===== src/rtl/alu_pkg.sv =====
// Shared definitions for the ALU command front-end: op encodings, data width
// and the sequencer state type.
package alu_pkg;

    localparam int DATA_W = 4;

    localparam logic [2:0] OP_ADD = 3'b000;
    localparam logic [2:0] OP_SUB = 3'b001;
    localparam logic [2:0] OP_AND = 3'b010;
    localparam logic [2:0] OP_OR  = 3'b011;
    localparam logic [2:0] OP_XOR = 3'b100;
    localparam logic [2:0] OP_NOT = 3'b101;
    localparam logic [2:0] OP_SHL = 3'b110;
    localparam logic [2:0] OP_SHR = 3'b111;

    typedef enum logic [1:0] {
        IDLE = 2'd0,
        EXEC = 2'd1,
        RESP = 2'd2
    } state_t;

endpackage


===== src/rtl/alu_sequencer.sv =====
// Command front-end for the 4-bit ALU: registers operands/select, captures the
// ALU result one cycle later, keeps an accumulator and returns a response.
module alu_sequencer
    import alu_pkg::*;
(
    input  logic              clk,
    input  logic              rst,
    input  logic              cmd_valid,
    output logic              cmd_ready,
    input  logic [2:0]        cmd_op,
    input  logic [DATA_W-1:0] cmd_a,
    input  logic [DATA_W-1:0] cmd_b,
    input  logic              cmd_use_acc,
    input  logic              cmd_acc_wr,
    output logic [DATA_W-1:0] alu_a,
    output logic [DATA_W-1:0] alu_b,
    output logic [2:0]        alu_sel,
    input  logic [DATA_W-1:0] alu_y,
    input  logic              alu_carry,
    output logic              rsp_valid,
    input  logic              rsp_ready,
    output logic [DATA_W-1:0] rsp_y,
    output logic              rsp_carry,
    output logic              rsp_zero,
    output logic [DATA_W-1:0] acc,
    output logic [7:0]        op_count
);

    state_t state;
    logic   acc_wr_q;

    assign cmd_ready = (state == IDLE);

    // The accumulator is only written on the EXEC->RESP edge, so a command
    // accepted afterwards always sees the previous result as operand A.
    always_ff @(posedge clk or posedge rst) begin
        if (rst) begin
            state     <= IDLE;
            acc_wr_q  <= 1'b0;
            alu_a     <= '0;
            alu_b     <= '0;
            alu_sel   <= '0;
            rsp_valid <= 1'b0;
            rsp_y     <= '0;
            rsp_carry <= 1'b0;
            rsp_zero  <= 1'b0;
            acc       <= '0;
            op_count  <= '0;
        end else begin
            case (state)
                IDLE: begin
                    if (cmd_valid) begin
                        alu_sel  <= cmd_op;
                        alu_a    <= cmd_use_acc ? acc : cmd_a;
                        alu_b    <= cmd_b;
                        acc_wr_q <= cmd_acc_wr;
                        state    <= EXEC;
                    end
                end
                EXEC: begin
                    rsp_y     <= alu_y;
                    rsp_carry <= alu_carry;
                    rsp_zero  <= (alu_y == '0);
                    if (acc_wr_q) begin
                        acc <= alu_y;
                    end
                    rsp_valid <= 1'b1;
                    state     <= RESP;
                end
                RESP: begin
                    if (rsp_ready) begin
                        rsp_valid <= 1'b0;
                        op_count  <= op_count + 8'd1;
                        state     <= IDLE;
                    end
                end
                default: begin
                    state <= IDLE;
                end
            endcase
        end
    end

endmodule


===== config.mk =====
export PLATFORM = sky130hd
export DESIGN_NAME = alu_sequencer
export DESIGN_NICKNAME = d
export VERILOG_FILES = /design/src/rtl/alu_pkg.sv /design/src/rtl/alu_sequencer.sv
export SDC_FILE = /design/constraint.sdc
export NUM_CORES = 1
export LEC_CHECK = 0
export BUFFER_PORTS_ARGS = -buffer_cell sky130_fd_sc_hd__buf_2
export CAP_MARGIN = 15
export CORE_MARGIN = 2
export CORE_UTILIZATION = 45
export DETAILED_ROUTE_END_ITERATION = 8
export PLACE_DENSITY = 0.74
export SLEW_MARGIN = 20
export SYNTH_ARGS = -nofsm -noshare
export SYNTH_HDL_FRONTEND = slang
export SYNTH_SLANG_ARGS = --single-unit

===== constraint.sdc =====
create_clock -name clk -period 1.58 [get_ports clk]
set_input_delay 0.237 -clock clk [delete_from_list [all_inputs] [get_ports clk]]
set_output_delay 0.237 -clock clk [all_outputs]
set_load 0.02 [all_outputs]

-- After elaboration in Yosys (flattened, before gate mapping)
Index checks and enable logic that the tools add are counted.
- register bits: 33
- input port bits: 22
- output and inout port bits: 31
- word-level logic and storage cells: 30
- $add $sub $neg: 1
- eq/ne operators: 4
- mux-type cells: 6
- reductions and logical operators: 8
- operators with widths (cell ; number):
    AND reduction 2 bit ; 5
    adder 8 x 1 -> 8 bit (second input constant) ; 1
    one-hot mux 2 bit (3 select lines) ; 1
    logical NOT 4 bit ; 1
    2-to-1 mux 2 bit ; 2
    2-to-1 mux 4 bit ; 1
    != test 2 bit (second input constant) ; 2
    equality test 2 x 1 -> 1 bit (second input constant) ; 1
    equality test 2 bit (second input constant) ; 1
    logical NOT 2 bit ; 1
    one-hot mux 1 bit (2 select lines) ; 1
    nonzero test 2 bit ; 1
    2-to-1 mux 1 bit ; 1

-- Longest topological paths before layout
- depth after elaboration: 3
- gate-level depth with buffers: 4
- gate-level depth less buffers: 4

-- Least setup slack after synthesis
Ideal clock, no wire load.
- kind: reg2reg
- start point: register state[1]
- end point: register acc_wr_q
- setup time: 0.125 ns
- arrival time: 1.266 ns
- required time: 1.455 ns
- slack: 0.189 ns
- stages on the path, launching flop included: 4
- path buffers: 1
- cell sequence: dfrtp_1 -> nor3b_4 -> buf_6 -> mux2_4
- word-level cells in the longest chain between the ends: 2
- ends and longest elaborated chain (element ; RTL line ; source):
    start, declared ; alu_sequencer.sv:29 ; state_t state;
    start signal, assigned ; alu_sequencer.sv:38 ; state <= IDLE;
    start signal, assigned ; alu_sequencer.sv:57 ; state <= EXEC;
    start signal, assigned ; alu_sequencer.sv:68 ; state <= RESP;
    logical NOT 2 bit ; alu_sequencer.sv:50 ; case (state)
    AND reduction 2 bit (no line) ; -- ;
    end signal, assigned ; alu_sequencer.sv:56 ; acc_wr_q <= cmd_acc_wr;
    end, declared ; alu_sequencer.sv:30 ; logic acc_wr_q;
No other way between the ends.
A chain may end at the register's enable or synchronous reset.

-- Worst setup path in the final report
- start point: register state[1]
- end point: register alu_sel[0]
- word-level cells in the longest chain between the ends: 2
- ends and longest elaborated chain (element ; RTL line ; source):
    logical NOT 2 bit ; alu_sequencer.sv:50 ;
    AND reduction 2 bit (no line) ; -- ;
    end signal, assigned ; alu_sequencer.sv:53 ; alu_sel <= cmd_op;
    end, declared ; alu_sequencer.sv:17 ; output logic [2:0] alu_sel,
No other way between the ends.

==> flow_summary.ini <==
[outcome]
status = finished, final reports clean

[pwr]
p_per_area_nw_per_um2 = 2030
p_total_w = 0.00354
leakagePower_nw = 0.912
ir_drop_uv = 885

[cts]
numCtsBuffers = 5
cts_hold_buf = 1
clkSinkCount = 33
clk_pin_slew_ns = 0.10
cts_resized = 0
h-tree-depth = 2
cts_setup_buffers = 0
cts_tree = yes
cts_buffer_depth = 2
clockRootBuffer = clkbuf_4
worst_skew_pair.late_latency_ns = 0.33

[worst_setup_path]
r2r-start = state[1]$_DFFE_PP0P_
cpMaxStageDelayCell = dfrtp_1
worst_path_largest_cell_delay_ns = 0.48
crit_arrival_ns = 1.62
cp_max_fo = 17
start_kind = flop
crit_start = state[1]$_DFFE_PP0P_
path_cells = nor3b_4 -> buf_4 -> mux2_2
end_kind = flop
path_class = flop to flop
cp.required_ns = 1.80

[cells_and_area]
antenna_cells = 0
syn_to_final_growth_pct = 27.6
design_area_um2 = 1750
drive_gt1_share_pct = 46.2
nNetsFinal = 193

[synthesis]
synth_warnings = 0
synth_xor_area_share_pct = 4.48
synth.mux.area_fraction_pct = 13.9
synth_cell_types = 28
synth_top_family_by_area = simple AND/OR/NAND/NOR gates
synth_area_um2 = 1370
synth.avg_cell_area_um2 = 12.3
ys_seq_elements = 33
yosys.area_share.simple_pct = 15.1
synth_fa_ha_area_share_pct = 0.915
seq_area_frac_synth_pct = 60.4
synth_nets = 134
synth_compound_area_share_pct = 2.74
syn_inst = 111

[sta]
setup_violations = 0
maxSlewHeadroom_pct = 73.2
skew_ns = 0.00900
max_freq_ghz = 0.715
slew_violations = 0
hold_viol = 0
setup_tns_ns = 0
finalCritPeriodShare_pct = 88.5
period_needed_ns = 1.40
worstMarginPinSlew_ns = 0.402
grt_setup_unrepaired = false
worst_hold_slack_ns = 0.101

[placed_design]
port_buffers = 52
placed_cell_area_um2 = 1670
gp_routability_congestion = 0.758
dp_hpwl_um = 2110

[grt]
globalRouteTotalUtil_pct = 17.9
grt_pass1_vias = 1032
grt_overflow = 0
grt_pass1_wl_um = 4600
antenna_found_initial = 0
grt_max_degree = 34

[routing]
drtIter0Drc = 25
dr.pass1.iters = 3
routedWlPerCell_um = 13.7
drcViolationCount = 0
avgViaCountPerCell = 4.90
vias = 999
ant_nets = 0
drt-total-wl_um = 2800

[floorplan]
rows = 20
die_area_um2 = 3500
die_h_um = 59.1
start_util_pct = 45.9
io_pins = 53
fp.dieW_um = 59.1
core_um2 = 2980

[min_path]
hp-class = input port to flop
hp-start = alu_carry

[flow_run]
max_cap_violations = 0
## state kept, by name (all words and copies together) (netlist names)
register   flops
alu_b          4
rsp_zero       1
state          2
alu_sel        3
acc_wr_q       1
acc            4
alu_a          4
rsp_valid      1
rsp_y          4
op_count       8
rsp_carry      1
## cells by family after synthesis
family / after synthesis
xor+xnor: 7
fa+ha+maj: 1
flops: 33
simple gates: 40
mux: 17
buf+inv: 6
compound gates: 7
## routing by layer
layer | global-route usage [%] | routed length, µm
met2 | 31.3 | 1430
met5 | 0 | 0
met4 | 7.14 | 32
met3 | 4.80 | 182
met1 | 20.9 | 1160
## final cells by class
cell class | count | area [µm²]
multi-input cells | 72 | 508
repair buffers | 56 | 293
inverters | 2 | 7.51
fillers | 267 | 1230
clock buffers | 7 | 65.1
well taps | 33 | 41.3
clock inverters | 1 | 5.00
flip-flops and latches | 33 | 826
## cells in the mapped netlist
cell type	number	area [µm²]
a21oi_1	4	20.0
buf_1	1	3.75
buf_4	1	7.51
buf_6	1	11.3
clkbuf_1	1	3.75
dfrtp_1	33	826
ha_1	1	12.5
inv_1	2	7.51
mux2_2	12	135
mux2_4	1	15.0
mux2i_1	4	40.0
nand2_1	19	71.3
nand2_4	1	11.3
nand3b_1	1	7.51
nand4_1	2	12.5
nand4b_1	1	8.76
nor2_1	8	30.0
nor2b_1	1	6.26
nor3_1	2	10.0
nor3b_4	1	18.8
o21a_1	1	7.51
o21ai_0	2	10.0
or2_1	1	6.26
or2b_1	1	7.51
or2b_2	1	8.76
or4_1	1	7.51
xnor2_1	2	17.5
xor2_1	5	43.8
## metrics by stage
step	instances	worst slack [ns]	utilization [%]
after global placement	195	0.248	55.9
after floorplan	111	0.189	-
after detailed placement	195	0.183	55.9
after global routing	204	0.0948	58.6
final	204	0.182	58.6
after CTS	204	0.186	58.6
## worst paths after layout
check	slack [ns]	cells past startpoint	to
worst min-delay path	0.10	3	rsp_carry$_DFFE_PP0P_
worst max-delay path	0.18	3	alu_sel[0]$_DFFE_PP0P_
max in group asynchronous	0.76	4	op_count[2]$_DFFE_PP0P_
worst max register to register	0.18	3	alu_sel[0]$_DFFE_PP0P_
min in group asynchronous	0.53	4	alu_sel[0]$_DFFE_PP0P_
worst min register to register	0.48	1	op_count[7]$_DFFE_PP0P_
## worst max-delay path, delay by kind of cell, from the launching register on
kind / cells / cell delay, ns
flops: 1 / 0.48
mux: 1 / 0.37
buf+inv: 1 / 0.25
simple gates: 1 / 0.21
## cells in the final DEF, fill, tap and decap left out, drive strengths merged
master / instances
o21a: 1
or2: 1
nand4b: 1
ha: 1
nor3b: 1
or4: 1
or2b: 2
a21oi: 4
dlygate4sd3: 1
xor2: 5
inv: 2
o21ai: 2
clkinv: 1
mux2: 13
dfrtp: 33
nor2: 8
nor3: 2
buf: 55
xnor2: 2
nand3b: 1
mux2i: 4
clkbuf: 7
nor2b: 1
nand2: 20
nand4: 2
## where the power goes
group / internal (W) / switching (W) / leakage, nW
Sequential: 0.00121 / 0.000291 / 0.400
Combinational: 0.000631 / 0.000886 / 0.471
Clock: 0.000258 / 0.000268 / 0.0413
No activity file was read; power rests on OpenSTA's default activity.
